$ cat src/rtl/ascon_pack.sv
// Shared types and constants for the Ascon permutation control path.
package ascon_pack;

  typedef enum logic [3:0] {
    IDLE,
    INIT,
    WAIT_AD,
    AD,
    WAIT_PT,
    PT,
    WAIT_FINAL,
    FINAL,
    DONE
  } type_fsm_state;

  localparam logic [3:0] ROUND_START_A = 4'd0;
  localparam logic [3:0] ROUND_START_B = 4'd6;
  localparam logic [3:0] ROUND_LAST    = 4'd11;

endpackage

$ cat src/rtl/compteur_round.sv
// 4-bit loadable round counter; init_i has priority over en_i.
module compteur_round (
  input  logic       clock_i,
  input  logic       resetb_i,
  input  logic       init_i,
  input  logic       en_i,
  input  logic [3:0] load_i,
  output logic [3:0] cnt_o
);

  always_ff @(posedge clock_i or negedge resetb_i) begin
    if (!resetb_i) begin
      cnt_o <= 4'd0;
    end else if (init_i) begin
      cnt_o <= load_i;
    end else if (en_i) begin
      cnt_o <= cnt_o + 4'd1;
    end
  end

endmodule

$ cat src/rtl/ascon_ctrl_fsm.sv
// Moore sequencer for one Ascon-128 encryption on the shared p-round datapath.
// Define ASCON_CTRL_CYCLE_CNT_EN to add the cycle_cnt_o run-length counter.
module ascon_ctrl_fsm
  import ascon_pack::*;
#(
  parameter int NB_PT_BLOCKS = 4,
  parameter int ROUNDS_A     = 12,
  parameter int ROUNDS_B     = 6
) (
  input  logic        clock_i,
  input  logic        resetb_i,
  input  logic        start_i,
  input  logic        data_valid_i,
  output logic        data_ready_o,
  output logic [3:0]  round_o,
  output logic        en_reg_state_o,
  output logic        init_state_o,
  output logic        en_xor_data_begin_o,
  output logic        en_xor_key_begin_o,
  output logic        en_xor_key_end_o,
  output logic        en_xor_lsb_o,
  output logic        en_cipher_o,
  output logic        en_tag_o,
  output logic [3:0]  block_idx_o,
`ifdef ASCON_CTRL_CYCLE_CNT_EN
  output logic [15:0] cycle_cnt_o,
`endif
  output logic        end_o
);

  // Shorter round budgets start later so every phase still ends on ROUND_LAST.
  localparam logic [3:0] RS_A = ROUND_START_A + 4'(12 - ROUNDS_A);
  localparam logic [3:0] RS_B = ROUND_START_B + 4'(6 - ROUNDS_B);
  localparam logic [3:0] PT_PENULT = 4'(NB_PT_BLOCKS - 2);

  type_fsm_state state, state_n;
  logic [3:0] cnt;
  logic [3:0] cnt_load;
  logic       cnt_init;
  logic       cnt_en;
  logic       last;
  logic       in_round;
  logic       start_ok;
  logic [3:0] block_idx;

  assign last     = (cnt == ROUND_LAST);
  assign in_round = (state == INIT) || (state == AD) ||
                    (state == PT) || (state == FINAL);
  assign cnt_en   = in_round && !last;
  assign start_ok = ((state == IDLE) || (state == DONE)) && start_i;

  compteur_round u_cnt (
    .clock_i  (clock_i),
    .resetb_i (resetb_i),
    .init_i   (cnt_init),
    .en_i     (cnt_en),
    .load_i   (cnt_load),
    .cnt_o    (cnt)
  );

  always_ff @(posedge clock_i or negedge resetb_i) begin
    if (!resetb_i) begin
      state <= IDLE;
    end else begin
      state <= state_n;
    end
  end

  always_comb begin
    state_n  = state;
    cnt_init = 1'b0;
    cnt_load = RS_A;
    unique case (state)
      IDLE, DONE: begin
        if (start_i) begin
          state_n  = INIT;
          cnt_init = 1'b1;
        end
      end
      INIT: if (last) state_n = WAIT_AD;
      WAIT_AD: begin
        if (data_valid_i) begin
          state_n  = AD;
          cnt_init = 1'b1;
          cnt_load = RS_B;
        end
      end
      AD: if (last) state_n = WAIT_PT;
      WAIT_PT: begin
        if (data_valid_i) begin
          state_n  = PT;
          cnt_init = 1'b1;
          cnt_load = RS_B;
        end
      end
      PT: begin
        if (last) begin
          state_n = (block_idx == PT_PENULT) ? WAIT_FINAL : WAIT_PT;
        end
      end
      WAIT_FINAL: begin
        if (data_valid_i) begin
          state_n  = FINAL;
          cnt_init = 1'b1;
        end
      end
      FINAL: if (last) state_n = DONE;
      default: state_n = IDLE;
    endcase
  end

  always_ff @(posedge clock_i or negedge resetb_i) begin
    if (!resetb_i) begin
      block_idx <= 4'd0;
    end else if (start_ok) begin
      block_idx <= 4'd0;
    end else if ((state == PT) && last) begin
      block_idx <= block_idx + 4'd1;
    end
  end

  always_comb begin
    data_ready_o        = 1'b0;
    round_o             = 4'd0;
    en_reg_state_o      = 1'b0;
    init_state_o        = 1'b0;
    en_xor_data_begin_o = 1'b0;
    en_xor_key_begin_o  = 1'b0;
    en_xor_key_end_o    = 1'b0;
    en_xor_lsb_o        = 1'b0;
    en_cipher_o         = 1'b0;
    en_tag_o            = 1'b0;
    end_o               = 1'b0;
    unique case (1'b1)
      (state == INIT): begin
        round_o          = cnt;
        en_reg_state_o   = 1'b1;
        init_state_o     = (cnt == RS_A);
        en_xor_key_end_o = last;
      end
      (state == AD): begin
        round_o             = cnt;
        en_reg_state_o      = 1'b1;
        en_xor_data_begin_o = (cnt == RS_B);
        en_xor_lsb_o        = last;
      end
      (state == PT): begin
        round_o             = cnt;
        en_reg_state_o      = 1'b1;
        en_xor_data_begin_o = (cnt == RS_B);
        en_cipher_o         = (cnt == RS_B);
      end
      (state == FINAL): begin
        round_o             = cnt;
        en_reg_state_o      = 1'b1;
        en_xor_data_begin_o = (cnt == RS_A);
        en_xor_key_begin_o  = (cnt == RS_A);
        en_cipher_o         = (cnt == RS_A);
        en_xor_key_end_o    = last;
        en_tag_o            = last;
      end
      (state == WAIT_AD),
      (state == WAIT_PT),
      (state == WAIT_FINAL): data_ready_o = 1'b1;
      (state == DONE): end_o = 1'b1;
      default: ;
    endcase
  end

  assign block_idx_o = block_idx;

`ifdef ASCON_CTRL_CYCLE_CNT_EN
  always_ff @(posedge clock_i or negedge resetb_i) begin
    if (!resetb_i) begin
      cycle_cnt_o <= 16'd0;
    end else if (start_ok) begin
      cycle_cnt_o <= 16'd0;
    end else if ((state != IDLE) && (state != DONE) &&
                 (cycle_cnt_o != 16'hFFFF)) begin
      cycle_cnt_o <= cycle_cnt_o + 16'd1;
    end
  end
`endif

endmodule
$ cat config.mk
export PLATFORM = sky130hd
export DESIGN_NAME = ascon_ctrl_fsm
export DESIGN_NICKNAME = d
export VERILOG_FILES = /design/src/rtl/ascon_pack.sv /design/src/rtl/compteur_round.sv /design/src/rtl/ascon_ctrl_fsm.sv
export SDC_FILE = /design/constraint.sdc
export NUM_CORES = 1
export LEC_CHECK = 0
export CORE_MARGIN = 2
export CORE_UTILIZATION = 47
export CTS_CLUSTER_DIAMETER = 60
export DETAILED_ROUTE_END_ITERATION = 10
export PLACE_DENSITY = 0.75
export REMOVE_ABC_BUFFERS = 1
export SYNTH_ARGS = -nofsm -noshare
export SYNTH_HDL_FRONTEND = slang
export SYNTH_HIERARCHICAL = 1
export SYNTH_SLANG_ARGS = --single-unit
$ cat constraint.sdc
create_clock -name clock_i -period 1.9 [get_ports clock_i]
set_input_delay 0.285 -clock clock_i [delete_from_list [all_inputs] [get_ports clock_i]]
set_output_delay 0.285 -clock clock_i [all_outputs]
set_load 0.05 [all_outputs]
== Yosys cells after proc, flatten, opt, wreduce, memory -nomap -nowiden ==
Index checks and enable logic that the tools add are counted.
W data, S select, Z words.
Storage, ports and cells
  flip-flop bits (word level): 12
  logic and storage cells: 73
Operators by class
  add/sub/neg operators: 2
  equal/unequal tests: 19
  muxes and demuxes: 30
  reduce and logical (&&, ||, !) cells: 19
Operators by type and width (count)
  $mux W4: 13
  $pmux W4 S8: 1
  $eq A4 B3 Y1 const B: 5
  $ne A2 B2 Y1 const B: 8
  $eq A4 B2 Y1 const B: 3
  $mux W1: 10
  $add A4 B1 Y4 const B: 2
  $eq A4 B4 Y1 const B: 2
  $logic_not A4 Y1: 2
  $reduce_and A8 Y1: 1
  $reduce_or A2 Y1: 4
  $mux W3: 2
  $pmux W1 S2: 3
  $eq A4 B1 Y1 const B: 1
  $logic_or A1 B1 Y1: 4
  $reduce_bool A2 Y1: 2
  $reduce_or A4 Y1: 1
  $logic_and A1 B1 Y1: 3
  $reduce_or A3 Y1: 1
  $mux W2: 1
  $logic_not A1 Y1: 1

== Depth between registers and ports, before layout ==
Gate-level depths: netlist of the first run.
  depth in word-level cells: 7
  gate-level depth with buffers: 8

== Modules after synthesis ==
The synthesis of the first run kept the hierarchy.
By module, submodules not included
  ascon_ctrl_fsm: instances 1, cells each 85, area each 696.9 um^2, seq. area each 200.2 um^2
  compteur_round: instances 1, cells each 18, area each 202.7 um^2, seq. area each 100.1 um^2

== Least setup slack after synthesis of the first run ==
No wires, ideal clock.
  path kind: register -> output
  start point: register u_cnt.cnt_o[1]
  end point: output en_xor_key_begin_o
  arrival: 2170 ps
  required time: 1615 ps
  setup slack: -555 ps
  stages on the path, launching flop included: 3
  path through: dfrtp_1 > or2_1 > nor4_1
On the way
  cells in the longest elaborated chain, start to end: 2
RTL lines
  start, declared: line compteur_round.sv:8  | output logic [3:0] cnt_o
  start signal, assigned: line compteur_round.sv:15  | cnt_o <= load_i;
  start signal, assigned: line compteur_round.sv:17  | cnt_o <= cnt_o + 4'd1;
  $logic_not A4 Y1: line ascon_ctrl_fsm.sv:157  | en_xor_key_begin_o = (cnt == RS_A);
  $mux W1: line ascon_ctrl_fsm.sv:134  | unique case (1'b1)
  end, declared: line ascon_ctrl_fsm.sv:19  | output logic en_xor_key_begin_o,
Every way passes these cells.

== Final worst setup path of the first run ==
  start point: register state[1]
  end point: output en_cipher_o
On the way
  cells in the longest elaborated chain, start to end: 2
  elaborated cells between the ends (all ways): 3
RTL lines
  start, declared: line ascon_ctrl_fsm.sv:36  | type_fsm_state state, state_n;
  start signal, assigned: line ascon_ctrl_fsm.sv:65  | state <= state_n;
  $eq A4 B3 Y1, on equally long branches: line ascon_ctrl_fsm.sv:153, ascon_ctrl_fsm.sv:147
  $pmux W1 S2 *: line ascon_ctrl_fsm.sv:134
  end, declared: line ascon_ctrl_fsm.sv:22  | output logic en_cipher_o,
Every way passes the cells marked *; elsewhere a longest branch is shown, timed or not.

==> flow_metrics.py, run 1 <==
metrics = {
    "run_status": {
        "status": "complete, no violations",
    },
    "worst_setup_path": {
        "critical-path-slowest-cell": "dfrtp_2",
        "cp-end-kind": "output pin",
        "cp.buffers_inverters": 1,
        "slowest_delay_ps": 490,
        "rr_startpoint": "state[0]",
        "arrival_ps": 1590,
        "crit_family": "simple AND/OR/NAND/NOR gates",
        "r2r_slack_ps": 220,
        "worstPathRequired_ps": 1620,
        "worstSetupStartpointType": "flip-flop",
        "path_class": "flip-flop to output pin",
        "cp_max_fo": 12,
        "rr_endpoint": "u_cnt/cnt_o[3]",
        "cp_cell_sequence": "and4bb_2 -> a31oi_1 -> nor3_2 -> buf_12",
        "r2r_cells": 6,
    },
    "floorplanning": {
        "core_sq_um": 1760,
        "die_area_sq_um": 2280,
        "die_h_um": 47.8,
        "die-width_um": 47.8,
        "io_pins": 22,
        "rows": 15,
        "start_util_pct": 51.0,
    },
    "synth": {
        "synth_cells": 103,
        "synth-seq-cells": 12,
        "ys_seq_area_share_pct": 33.4,
        "synth_edf_count": 0,
        "yosysMostFrequentCell": "nor2_1",
        "synth.top_cell.area_share_pct": 33.4,
        "synth.distinct_cells": 39,
        "avgSynthCellArea_sq_um": 8.73,
        "ys.flop_type": "dfrtp_1",
        "synth_area_sq_um": 900,
        "synthTopCellsByCount": "nor2_1, dfrtp_1, nand2_1",
        "synthArstFlopShare_pct": 100,
        "synthTopCellsByArea": "dfrtp_1, nor2_1, ha_1, nand2_1, xnor2_1",
        "synth_top_area_cell": "dfrtp_1",
        "ys_warn_count": 6,
    },
    "pwr": {
        "total_leakage_power_nw": 0.634,
        "power.density_nw_per_um2": 1830,
        "ir_drop_mv": 1.31,
    },
    "hold_path": {
        "hold_path_class": "input port to async pin",
    },
    "final_layout": {
        "layout.cells.non_filler": 163,
        "register_area_sq_um": 308,
        "drive_gt1_share_pct": 39.1,
        "finish.instance_area_sq_um": 1430,
        "area_growth_pct": 59.0,
        "antenna_cells": 0,
        "multiInputGateArea_sq_um": 581,
        "fill_cells": 118,
        "fin_util_pct": 81.1,
        "nets": 146,
    },
    "timing": {
        "hold_viol": 0,
        "post-route-period-util_pct": 98.5,
        "finalSetupViolCount": 0,
        "tightest_slew_ps": 544,
        "fin_tns_setup_ps": 0,
        "relSlewSlack_pct": 63.6,
        "maxSlewViolCount": 0,
        "max_freq_mhz": 534,
        "post-route-min-period_ps": 1870,
        "skew_ps": 8.66,
        "rsz0062_at_grt": "yes",
    },
    "global_routing": {
        "grt_usage_pct": 24.1,
        "grt_antenna_before_repair": 0,
        "grt_pass1_wl_um": 3750,
        "grt_pass1_vias": 817,
        "grt.overflow.total": 0,
        "grt_max_degree": 13,
    },
    "place": {
        "dp.cells": 152,
        "dp_hpwl_um": 1750,
        "io_buffers": 21,
        "place_congestion": 0.808,
        "placed_cell_area_sq_um": 1300,
    },
    "routing": {
        "vias": 864,
        "vias_per_cell": 5.30,
        "routed_wl_um": 2320,
        "dr.first_iter.drc_count": 12,
        "postRouteAntennaNets": 0,
        "wl_per_cell_um": 14.2,
        "drc": 0,
        "first_pass_iters": 4,
    },
    "clock_network": {
        "cts_sinks": 12,
        "cts_tree": "built",
        "cts-root-buf": "clkbuf_4",
        "cts_buffers": 3,
        "clkTransAtPathRegs_ps": 80,
        "clk_path_buf_depth": 2,
        "ctsHoldBuffers": 0,
        "clkLatencyLatePin_ps": 280,
        "htreeDepth": 1,
    },
    "job": {
        "drv_cap": 0,
    },
}
## worst register-to-register path, stage by stage, from the launching register on
cell     delay, ps
dfrtp_1        430
nor2b_1        270
nand2_1        170
inv_1          180
nand4_2        120
xnor2_1        140
mux2_2         260
## how the worst max path moves through the flow
stage	from	endpoint	slack, ps	depth (start not counted)
6_report	state[1]	en_cipher_o	30	4
5_1_grt	state[3]	en_cipher_o	-40	5
4_1_cts	state[1]	en_cipher_o	-20	4
3_5_place_dp	state[1]	en_cipher_o	150	4
3_3_place_gp	state[1]	en_cipher_o	170	4
2_1_floorplan	state[0]	en_xor_lsb_o	-1180	3
## timing repair
action | 4_1_cts | 5_1_grt
resized for setup | 10 | 4
endpoints found under the setup margin | 6 | 5
pin swaps | 1 | 2
buffers inserted | 4 | 3
## layout make-up
class | instances | share of cell area [%]
multi-input combinational | 82 | 40.6
sequential | 12 | 21.5
clock buffer | 4 | 2.54
inverter | 5 | 1.31
tap | 25 | 2.19
timing repair buffer | 35 | 31.8
## per-stage QoR
| stage | power, mW | setup slack, ps | hold slack (ps) |
|---|---|---|---|
| 4_1_cts | 2.58 | -20.3 | 378 |
| 3_5_place_dp | 2.24 | 155 | 561 |
| 2_1_floorplan | 1.54 | -1180 | -10.6 |
| 3_3_place_gp | 2.19 | 174 | 546 |
| 5_1_grt | 2.77 | -40.8 | 395 |
| 6_report | 2.62 | 28.6 | 351 |
## layer usage
| metal | track usage (%) | vias up | part of all wire, % |
|---|---|---|---|
| li1 | - | 414 | - |
| met4 | 7.03 | 0 | 1.4 |
| met5 | 0 | - | 0 |
| met2 | 40.3 | 22 | 51 |
| met3 | 6.42 | 4 | 4.3 |
| met1 | 30.5 | 424 | 44 |
## cell usage in the layout, fill, tap and decap left out, types with 2 or more instances in the layout
cell	instances
xnor2_1	4
and3_1	2
clkdlybuf4s50_1	7
buf_12	14
a21oi_1	2
nand3_1	4
inv_1	4
or2_4	2
nor3_2	2
o21ai_0	5
ha_1	3
clkbuf_4	3
nand2_1	10
dfrtp_1	6
xor2_1	4
nand4b_1	2
nor2_1	13
dfrtp_2	6
buf_4	14
conb_1	2
and2_1	5
## flip-flops by register name (all words and copies together), names as in the netlist
name	count
block_idx_o	4
state	4
u_cnt/cnt_o	4
## power breakdown
part           internal [mW]  switching [mW]  total [mW]
sequential             0.381           0.183       0.564
clock                  0.117          0.0919       0.208
combinational          0.841            1.01        1.85
total                   1.34            1.28        2.62
## cell families (layout without fill, tap and decap cells)
| group | Yosys count | count (layout) | share of synthesized area (%) |
|---|---|---|---|
| flip-flops | 12 | 12 | 33.4 |
| buffers and inverters | 10 | 44 | 6.54 |
| adder cells (fa/ha/maj) | 3 | 3 | 4.17 |
| other | 1 | 2 | 0.417 |
| XOR/XNOR | 8 | 8 | 7.79 |
| AO/OA/AOI/OAI | 13 | 13 | 9.74 |
| AND/OR/NAND/NOR | 53 | 53 | 33.9 |
| multiplexers | 3 | 3 | 4.03 |
Power figures use the tool's default switching activity.
==> run 2: changes to the inputs <==
ABC_AREA = 1   (was unset)
DONT_BUFFER_PORTS = 1   (was unset)
PLACE_DENSITY = 0.6   (was 0.75)
==> run 2 against run 1 <==
Fmax up 1.2%. Flip-flop and latch count unchanged. Synthesized area down 0.70%. Clock power about the same. Global-route usage down 2.5 points. Non-clock buffer count down 18. Worst hold slack worse by 51 ps. Highest routed layer is now met3. Critical endpoint is now en_xor_key_begin_o. Sequential share of layout area up 5.7 points. Sequential power down 3%. Clock skew down 7.9 ps.
==> flow_metrics.py, run 2 <==
metrics = {
    "global_routing": {
        "grt_busiest_layer": "met2",
        "grt_max_degree": 13,
        "use_met2_pct": 36.5,
        "grt_pass1_wl_um": 3480,
        "met1_usage_pct": 28.4,
        "gr-usage-met3_pct": 4.53,
        "grt_pass1_vias": 829,
        "grt_usage_pct": 21.6,
        "grt.overflow.total": 0,
        "grt_antenna_before_repair": 0,
    },
    "routing": {
        "vias": 876,
        "drc": 0,
        "vias_per_cell": 4.92,
        "first_pass_iters": 4,
        "routed_wl_um": 2090,
        "wl_per_cell_um": 11.7,
        "dr.first_iter.drc_count": 23,
        "postRouteAntennaNets": 0,
    },
    "hold_path": {
        "hold_depth": 3,
        "hold_start": "data_valid_i",
        "whs_endpoint": "state[0]",
        "hold_path_class": "input port to flip-flop",
    },
    "timing": {
        "relSlewSlack_pct": 60.9,
        "hold_viol": 0,
        "skew_ps": 0.776,
        "setup_slack_ps": 50.6,
        "post-route-min-period_ps": 1850,
        "maxSlewViolCount": 0,
        "fin_tns_setup_ps": 0,
        "post-route-period-util_pct": 97.3,
        "max_freq_mhz": 541,
        "whs_ps": 300,
        "tightest_slew_ps": 584,
        "finalSetupViolCount": 0,
    },
    "synth": {
        "synth_cells": 131,
        "avgSynthCellArea_sq_um": 6.82,
        "ys_warn_count": 6,
        "synth-simple-area-share_pct": 41.7,
        "synthAdderAreaFrac_pct": 4.20,
        "synth_compound_area_share_pct": 7.84,
        "synth_top_area_cell": "dfrtp_1",
        "synthTopCellsByCount": "nand2_1, inv_1, nor2_1",
        "ys.flop_type": "dfrtp_1",
        "synth.top_cell.area_share_pct": 33.6,
        "ys_seq_area_share_pct": 33.6,
        "synth_area_sq_um": 893,
        "synthArstFlopShare_pct": 100,
        "synth_edf_count": 0,
        "synth_top_family_by_area": "simple AND/OR/NAND/NOR gates",
        "synth.distinct_cells": 24,
        "yosysMostFrequentCell": "nand2_1",
        "muxShareOfSynthArea_pct": 0,
        "synthTopCellsByArea": "dfrtp_1, nand2_1, inv_1, nand3_1, nor2_1",
        "synth-seq-cells": 12,
        "synthXorXnorAreaFrac_pct": 2.94,
    },
    "final_layout": {
        "register_area_sq_um": 304,
        "finish.instance_area_sq_um": 1120,
        "layout.cells.non_filler": 178,
        "layout_common_cells": "nand2_1, inv_1, buf_4",
        "nets": 161,
        "fill_cells": 162,
        "final_common_cell": "nand2_1",
        "fin_util_pct": 63.3,
        "antenna_cells": 0,
        "drive_gt1_share_pct": 30.7,
        "multiInputGateArea_sq_um": 529,
        "area_growth_pct": 25.1,
    },
    "clock_network": {
        "htreeDepth": 1,
        "clkLatencyLatePin_ps": 270,
        "cts_buffers": 3,
        "cts_tree": "built",
        "cts-root-buf": "clkbuf_4",
        "clk_path_buf_depth": 2,
        "cts_sinks": 12,
        "clkTransAtPathRegs_ps": 80,
    },
    "floorplanning": {
        "rows": 15,
        "die-width_um": 47.6,
        "start_util_pct": 50.6,
        "core_sq_um": 1760,
        "io_pins": 22,
        "die_h_um": 47.6,
        "die_area_sq_um": 2270,
    },
    "worst_setup_path": {
        "cp-end-kind": "output pin",
        "crit_family": "buffers and inverters",
        "r2r_cells": 8,
        "cp.buffers_inverters": 3,
        "cp_cell_sequence": "inv_2 -> nand2_2 -> nor2_4 -> nand4_1 -> buf_4 -> clkinvlp_4",
        "cp_num_cells": 6,
        "worstSetupStartpointType": "flip-flop",
        "r2r_slack_ps": 320,
        "path_class": "flip-flop to output pin",
        "rr_endpoint": "u_cnt/cnt_o[2]",
        "cp_max_fo": 5,
        "worstPathRequired_ps": 1620,
        "critical-path-slowest-cell": "dfrtp_1",
        "slowest_delay_ps": 400,
        "rr_startpoint": "state[1]",
        "arrival_ps": 1560,
    },
    "place": {
        "placed_cell_area_sq_um": 1030,
        "place_congestion": 0.827,
        "dp_hpwl_um": 1590,
        "dp.cells": 170,
        "pre_cts_slack_ps": 305,
        "io_buffers": 0,
    },
    "pwr": {
        "total_leakage_power_nw": 0.570,
        "total_power_mw": 1.98,
        "power.density_nw_per_um2": 1780,
        "ir_drop_mv": 0.816,
    },
    "run_status": {
        "status": "complete, no violations",
    },
    "job": {
        "drv_cap": 0,
    },
}
-- run 2: changes by cell type in the layout (fill, tap and decap cells not counted), sizes merged, moves of 3 or more --
cell / delta
nor3: -4
nand3: +11
and2: -5
xor2: -3
nand2: +29
inv: +16
nor2: +7
clkdlybuf4s50: -7
buf: -12
-- run 2: power breakdown --
group / switching (mW) / leakage [nW] / internal, mW / total, mW
Clock: 0.0901 / 0.0210 / 0.116 / 0.206
Combinational: 0.869 / 0.400 / 0.360 / 1.23
Sequential: 0.186 / 0.149 / 0.362 / 0.548
Total: 1.15 / 0.570 / 0.838 / 1.98
-- run 2: layout make-up --
class	instances	share of cell area [%]
Multi-Input combinational cell	98	47.4
Sequential cell	12	27.2
Timing Repair Buffer	17	11.6
Inverter	22	7.73
Clock buffer	4	3.25
Tap cell	25	2.80
-- run 2: how the worst max path moves through the flow --
stage	start	to	slack, ps
floorplan	u_cnt/cnt_o[0]	en_cipher_o	-270
global placement	state[1]	u_cnt/cnt_o[2]	310
global route	state[3]	en_xor_key_begin_o	-40
CTS	state[3]	en_xor_key_begin_o	8
detailed placement	state[1]	u_cnt/cnt_o[2]	300
finish	state[3]	en_xor_key_begin_o	50
-- run 2: timing repair --
action	CTS	global route
resized for setup	0	7
buffers inserted	0	3
setup endpoints to repair	0	4
hold buffers	1	0
endpoints found under the hold margin	12	0
-- run 2: logic make-up (layout without fill, tap and decap cells) --
logic type	after synthesis	after routing
AOI/OAI and AO/OA	12	12
xor gates and xnor gates	3	3
adders and majority gates	3	3
buffers and inverters	22	43
DFF	12	12
other	1	2
and+or+nand+nor	78	78
-- run 2: worst reg2reg max path: stages, from the launching register on --
cell and delay (ps):
dfrtp_2 460, nor2_2 180, nand3_2 120, nand2_4 190, nand2_2 70, nand2_2 120
nor2_1 110, a21boi_1 130, o21ai_0 90
-- run 2: metal layers --
layer,wire [um],share of wire [%]
met4,0,0
met2,1060,51
met3,88,4.2
met1,944,45
met5,0,0
